File: src/rtl/uart_alu_ctrl.sv
// Command packet sequencer between UART rx and tx byte streams: echo, 32-bit add, optional multiply (UART_ALU_MUL_EN).
// Result rises 1 cycle after the last operand byte; one tx byte in flight, rx stalls while a response is pending.
module uart_alu_ctrl #(
   parameter int DATA_WIDTH     = 8,
   parameter int TIMEOUT_CYCLES = 100000
) (
   input  logic                  clk,
   input  logic                  rst_n,
   input  logic [DATA_WIDTH-1:0] rx_tdata_i,
   input  logic                  rx_tvalid_i,
   output logic                  rx_tready_o,
   output logic [DATA_WIDTH-1:0] tx_tdata_o,
   output logic                  tx_tvalid_o,
   input  logic                  tx_tready_i,
   output logic                  busy_o,
   output logic                  err_o,
   output logic [1:0]            err_code_o
);

   localparam logic [7:0] OP_ECHO = 8'hEC;
   localparam logic [7:0] OP_ADD  = 8'hAD;
   localparam int         TW      = $clog2(TIMEOUT_CYCLES + 1);

   typedef enum logic [3:0] {
      S_IDLE, S_RSV, S_LEN_LO, S_LEN_HI, S_ECHO, S_OPND, S_MUL, S_RESP, S_DRAIN
   } state_t;

   state_t        state, nxt;
   logic [7:0]    opcode;
   logic [7:0]    len_lo;
   logic [15:0]   cnt;
   logic [31:0]   acc;
   logic [23:0]   opnd_sr;
   logic [1:0]    byte_idx;
   logic [1:0]    resp_idx;
   logic          first_op;
   logic [TW-1:0] tmo_cnt;

   logic          rx_fire, tx_fire, tmo_run, tmo_hit, hdr_done;
   logic          is_mul, op_echo, op_arith, op_bad, len_short, arith_len_bad;
   logic [15:0]   len_new, drain_len;
   logic [31:0]   operand, acc_load;
   logic [1:0]    resp_nxt;
   logic          opnd_done, err_set;
   logic [1:0]    err_val;

   assign rx_fire   = rx_tvalid_i && rx_tready_o;
   assign tx_fire   = tx_tvalid_o && tx_tready_i;
   assign tmo_hit   = tmo_run && (tmo_cnt == TW'(TIMEOUT_CYCLES - 1));
   assign hdr_done  = (state == S_LEN_HI) && rx_fire;

   assign len_new   = {rx_tdata_i, len_lo};
   assign drain_len = len_new - 16'd4;
   assign op_echo   = (opcode == OP_ECHO);
`ifdef UART_ALU_MUL_EN
   assign is_mul    = (opcode == 8'hB0);
`else
   assign is_mul    = 1'b0;
`endif
   assign op_arith      = (opcode == OP_ADD) || is_mul;
   assign op_bad        = !op_echo && !op_arith;
   assign len_short     = (len_new < 16'd4);
   assign arith_len_bad = op_arith && ((len_new < 16'd8) || (len_new[1:0] != 2'b00));

   // Operands arrive LSB first; the fourth byte completes the word combinationally
   assign operand   = {rx_tdata_i, opnd_sr};
   assign acc_load  = first_op ? operand : acc + operand;
   assign opnd_done = (state == S_OPND) && rx_fire && (byte_idx == 2'd3);
   assign resp_nxt  = resp_idx + 2'd1;

`ifdef UART_ALU_MUL_EN
   logic [31:0] mcand, mplier, mul_step;
   logic [4:0]  mul_cnt;
   assign mul_step = acc + (mplier[0] ? mcand : 32'd0);
`endif

   always_comb begin
      err_set = 1'b0;
      err_val = 2'd0;
      if (tmo_hit) begin
         err_set = 1'b1;
         err_val = 2'd3;
      end else if (hdr_done) begin
         if (op_bad) begin
            err_set = 1'b1;
            err_val = 2'd1;
         end else if (len_short || arith_len_bad) begin
            err_set = 1'b1;
            err_val = 2'd2;
         end
      end
   end

   always_ff @(posedge clk or negedge rst_n) begin
      if (!rst_n) state <= S_IDLE;
      else        state <= nxt;
   end

   always_comb begin
      nxt = state;
      if (tmo_hit) begin
         nxt = S_IDLE;
      end else begin
         case (state)
            S_IDLE:   if (rx_fire) nxt = S_RSV;
            S_RSV:    if (rx_fire) nxt = S_LEN_LO;
            S_LEN_LO: if (rx_fire) nxt = S_LEN_HI;
            S_LEN_HI: begin
               if (rx_fire) begin
                  if (op_bad || (!len_short && arith_len_bad))
                     nxt = (len_new > 16'd4) ? S_DRAIN : S_IDLE;
                  else if (len_short || len_new == 16'd4)
                     nxt = S_IDLE;
                  else if (op_echo)
                     nxt = S_ECHO;
                  else
                     nxt = S_OPND;
               end
            end
            S_ECHO:   if (tx_fire && cnt == 16'd0) nxt = S_IDLE;
            S_OPND: begin
               if (opnd_done) begin
                  if (is_mul && !first_op) nxt = S_MUL;
                  else if (cnt == 16'd1)   nxt = S_RESP;
               end
            end
`ifdef UART_ALU_MUL_EN
            S_MUL:    if (mul_cnt == 5'd31) nxt = (cnt == 16'd0) ? S_RESP : S_OPND;
`endif
            S_RESP:   if (tx_fire && resp_idx == 2'd3) nxt = S_IDLE;
            S_DRAIN:  if (rx_fire && cnt == 16'd1) nxt = S_IDLE;
            default:  nxt = S_IDLE;
         endcase
      end
   end

   always_comb begin
      rx_tready_o = 1'b0;
      tmo_run     = 1'b0;
      busy_o      = (state != S_IDLE);
      case (state)
         S_IDLE: rx_tready_o = 1'b1;
         S_RSV, S_LEN_LO, S_LEN_HI, S_OPND, S_DRAIN: begin
            rx_tready_o = 1'b1;
            tmo_run     = 1'b1;
         end
         S_ECHO: begin
            rx_tready_o = !tx_tvalid_o;
            tmo_run     = !tx_tvalid_o;
         end
         default: ;
      endcase
   end

   always_ff @(posedge clk or negedge rst_n) begin
      if (!rst_n) begin
         opcode      <= '0;
         len_lo      <= '0;
         cnt         <= '0;
         acc         <= '0;
         opnd_sr     <= '0;
         byte_idx    <= '0;
         resp_idx    <= '0;
         first_op    <= 1'b0;
         tmo_cnt     <= '0;
         tx_tdata_o  <= '0;
         tx_tvalid_o <= 1'b0;
         err_o       <= 1'b0;
         err_code_o  <= '0;
`ifdef UART_ALU_MUL_EN
         mcand       <= '0;
         mplier      <= '0;
         mul_cnt     <= '0;
`endif
      end else begin
         err_o <= err_set;
         if (err_set) err_code_o <= err_val;

         if (!tmo_run || rx_fire || tmo_hit) tmo_cnt <= '0;
         else                                tmo_cnt <= tmo_cnt + 1'b1;

         // A timeout wins over a byte landing in the same cycle
         if (tmo_hit) begin
            acc         <= '0;
            tx_tvalid_o <= 1'b0;
         end else begin
            case (state)
               S_IDLE:   if (rx_fire) opcode <= rx_tdata_i;
               S_LEN_LO: if (rx_fire) len_lo <= rx_tdata_i;
               S_LEN_HI: begin
                  if (rx_fire) begin
                     cnt      <= drain_len;
                     byte_idx <= '0;
                     first_op <= 1'b1;
                  end
               end
               S_ECHO: begin
                  if (rx_fire) begin
                     tx_tdata_o  <= rx_tdata_i;
                     tx_tvalid_o <= 1'b1;
                     cnt         <= cnt - 16'd1;
                  end else if (tx_fire) begin
                     tx_tvalid_o <= 1'b0;
                  end
               end
               S_OPND: begin
                  if (rx_fire) begin
                     opnd_sr  <= {rx_tdata_i, opnd_sr[23:8]};
                     byte_idx <= byte_idx + 2'd1;
                     cnt      <= cnt - 16'd1;
                     if (byte_idx == 2'd3) begin
                        first_op <= 1'b0;
                        if (is_mul && !first_op) begin
`ifdef UART_ALU_MUL_EN
                           mcand   <= acc;
                           mplier  <= operand;
                           mul_cnt <= '0;
`endif
                           acc     <= '0;
                        end else begin
                           acc <= acc_load;
                           if (cnt == 16'd1) begin
                              tx_tdata_o  <= acc_load[7:0];
                              tx_tvalid_o <= 1'b1;
                              resp_idx    <= '0;
                           end
                        end
                     end
                  end
               end
`ifdef UART_ALU_MUL_EN
               S_MUL: begin
                  acc     <= mul_step;
                  mcand   <= mcand << 1;
                  mplier  <= mplier >> 1;
                  mul_cnt <= mul_cnt + 5'd1;
                  if (mul_cnt == 5'd31 && cnt == 16'd0) begin
                     tx_tdata_o  <= mul_step[7:0];
                     tx_tvalid_o <= 1'b1;
                     resp_idx    <= '0;
                  end
               end
`endif
               S_RESP: begin
                  if (tx_fire) begin
                     if (resp_idx == 2'd3) begin
                        tx_tvalid_o <= 1'b0;
                     end else begin
                        resp_idx   <= resp_nxt;
                        tx_tdata_o <= acc[{resp_nxt, 3'b000} +: 8];
                     end
                  end
               end
               S_DRAIN: if (rx_fire) cnt <= cnt - 16'd1;
               default: ;
            endcase
         end
      end
   end

endmodule

File: config.mk
export PLATFORM = sky130hd
export DESIGN_NAME = uart_alu_ctrl
export DESIGN_NICKNAME = d
export VERILOG_FILES = /design/src/rtl/uart_alu_ctrl.sv
export SDC_FILE = /design/constraint.sdc
export NUM_CORES = 1
export LEC_CHECK = 0
export CORE_MARGIN = 4
export CORE_UTILIZATION = 59
export CTS_CLUSTER_SIZE = 14
export DETAILED_ROUTE_END_ITERATION = 6
export GPL_TIMING_DRIVEN = 0
export HOLD_SLACK_MARGIN = 0.1
export PLACE_DENSITY = 0.83
export SYNTH_ARGS = -nofsm -noshare
export SYNTH_HDL_FRONTEND = slang
export SYNTH_SLANG_ARGS = --single-unit
File: constraint.sdc
create_clock -name clk -period 5.55 [get_ports clk]
set_input_delay 0.8325 -clock clk [delete_from_list [all_inputs] [get_ports clk]]
set_output_delay 0.8325 -clock clk [all_outputs]
set_load 0.005 [all_outputs]
==> run metrics <==
status completed; number of remaining DRC errors 0; post-CTS sizing 0; Synth area leaders dfrtp_1 37%, mux2_2 5.8%, ha_1 5.6%; Post-Route WL 24.3 mm; first-pass GRT wire length around 40 mm; CP peak stage delay between 600 and 700 ps; layout cells sized above 1 roughly 11%; dpl ws 1870 ps; crit path launch type primary input; # IOs 26; Hold WC Path Type primary input to asynchronous set/reset pin; Yosys top cell by area dfrtp_1; top-count cell post-synth dfrtp_1; via density per instance between 6 and 7; Net Sw Power around 1.2 mW; maximum VDD drop 0.000371 V; Tot GR Track Use a little under a third; Mapped Cells between 900 and 1,000; Peak Freq 298 MHz; FF+latch area approximately 3200 µm²; TNS Setup 0 ps; area delta synth->final 13.1%; drt pass-1 iters 6; post-route cell area ~9600 µm²; vias in the first global route ~7,600; Fillers around 1,100; Synth top area share a little under two fifths; Netlist cell types 74; number of routed nets with antenna violations 0; dpl cell area roughly 9000 µm²; period utilization slightly above 60%; Power per Cell Area around 360 nW/µm²; Post-Layout Cell Count roughly 1,200; clock-pin slew on the worst setup and hold paths approximately 60 ps; CP max-delay cell clkdlybuf4s50_1; Pins Over Slew Limit 0; number of setup buffers added after CTS 0; final setup violating endpoints 0; unrepaired setup endpoints after global routing no; #FFs+latches synth 126; Final Wtd Congestion between 0.9 and 1; core area around 14,000 µm²; Seq pwr share between 30% and 40%; CP Capture Type flop; clk sinks around 130; die width roughly 130 µm; initial core utilization about three fifths; total gr overflow 0; critical-path cell list clkdlybuf4s50_1 -> ha_1 -> nand2_1 -> o21ai_0 -> a21oi_1 -> o211ai_1 -> o22ai_1 -> nor2_1 -> mux2_2 -> a31oi_1; switching portion of total power ~34%; Syn. warnings 0; Post-synth top flop dfrtp_1; DP HPWL between 15 and 20 mm; drt wl/cell roughly 21 µm; initial antenna violation count 1; WS Path Type primary input to flop; Leak ~4.1 nW; minimum clock period ~3400 ps; Worst-Margin Slew just under 800 ps; max cap viols 0; worst setup margin approximately 2200 ps; Post-Synthesis Cell Area between 8000 and 9000 µm²; Critical Path RT around 5900 ps; internal cell power roughly 2.3 mW; Slew HR between 40% and 50%; 1st-iter DRT viols around 950; Seq/Total Area, Yosys between 30% and 40%; clk root buf clkbuf_16; Clock Path Buffers 2; Fin Hold WS 349 ps; CTS tree built; Post-Place Cells around 1,100; Port Buf Inserts 24; synth cell count leaders 126 x dfrtp_1, 100 x nor2_1, 91 x a21oi_1, 89 x nand2_1, 64 x o21ai_0; crit-path max FO 8; std cell rows 43; Layout Nets between 1,000 and 1,500; Chip Height roughly 130 µm; die area roughly 16,000 µm²; Vias 7,876; largest net degree at the start of global routing 74; EDFF count, synth 0; later-pin clock latency in the skew report 430 ps; syn nets between 900 and 1,000; Final Hold Vio Count 0; CTS H-Tree Depth 4; skew final about 9 ps; crit path DAT about 3700 ps; diodes inserted 0; Post-CTS Hold Buffers 0; combinational share of power ~28%; clock share of power between 30% and 40%; CTS Buf Count 17; multi-input logic area approximately 5000 µm²; Mean Syn Cell Area about 9 µm²; asr flop ratio synth 100%
area by class of cell:
type | count | area share (%)
Inverter | 16 | 0.626
Multi-Input combinational cell | 750 | 51.9
Tap cell | 180 | 2.35
Clock buffer | 21 | 4.80
Timing Repair Buffer | 25 | 2.80
Clock inverter | 11 | 1.64
Buffer | 50 | 2.97
Sequential cell | 126 | 32.9
per-layer routing:
metal  up-vias  routed length [µm]  track usage (%)
met3        87                2190             7.00
met4         0                 882             11.7
li1       3529                   -                -
met2       469               11000             47.0
met1      3791               10300             43.1
met5         -                   0                0
power groups by stage:
stage,logic (mW),clock network (mW),registers [mW]
finish,0.954,1.18,1.29
global placement,0.911,0,1.29
global route,1.06,1.23,1.32
detailed placement,0.938,0,1.30
floorplan,0.645,0,1.25
CTS,0.946,1.18,1.29
cell families (layout without fill, tap and decap cells):
family / after synthesis / count (layout) / share of synthesized area (%)
AO/OA/AOI/OAI: 278 / 278 / 21.0
XOR/XNOR: 44 / 44 / 4.55
adder cells (fa/ha/maj): 39 / 39 / 5.84
buffers and inverters: 66 / 123 / 4.07
flip-flops: 126 / 126 / 37.2
multiplexers: 61 / 61 / 9.03
AND/OR/NAND/NOR: 328 / 328 / 18.3
registers in the layout (all words and copies together) (netlist names):
register and cells:
len_lo 8, err_code_o 2, resp_idx 2, tx_tvalid_o 1, tmo_cnt 17, opcode 8
cnt 16, state 4, acc 32, opnd_sr 24, err_o 1, first_op 1
byte_idx 2, tx_tdata_o 8
worst max-delay path, delay by kind of cell:
kind | cells | cell delay (ps)
compound gates | 5 | 930
fa+ha+maj | 1 | 570
simple gates | 2 | 300
buf+inv | 1 | 690
mux | 1 | 360
placed cells by master (no fill, tap or decap), types with 6 or more instances in the layout:
cell               n
a21o_1            18
o211ai_1          10
clkbuf_16         17
nand3_1           26
dfrtp_1          126
nand2_1           89
nor2_1           100
inv_1             15
clkbuf_8           9
mux2i_1            9
o22ai_1           10
or3_1              8
a31oi_1            6
xnor2_1           22
mux4_2             8
nand2b_1           7
a21oi_1           91
and2_1            10
clkbuf_1          35
xor2_1            22
o21a_1            14
clkdlybuf4s50_1   23
o21ai_0           64
a211oi_1           6
and3_1            16
buf_2              6
nand4_1           12
nor2b_1            8
ha_1              38
o21bai_1           7
mux2_2            44
nor3_1            28
final timing paths:
check | startpoint | endpoint | slack [ps] | depth (start not counted)
setup / recovery | rx_tdata_i[1] | acc[31] | 2190 | 10
hold / removal | rst_n | tmo_cnt[2] | 350 | 1
setup reg to reg | acc[6] | acc[27] | 2420 | 9
hold reg to reg | tx_tdata_o[7] | tx_tdata_o[7] | 470 | 1
max in group asynchronous | rst_n | first_op | 4480 | 2
min in group clk | tx_tdata_o[7] | tx_tdata_o[7] | 470 | 1
per-stage QoR:
stage | util (%) | power [mW]
5_1_grt | 68.6 | 3.60
3_5_place_dp | 64.1 | 2.24
3_3_place_gp | 63.9 | 2.20
2_1_floorplan | - | 1.90
6_report | 68.6 | 3.43
4_1_cts | 68.6 | 3.41
(Power assumes the default switching activity.)
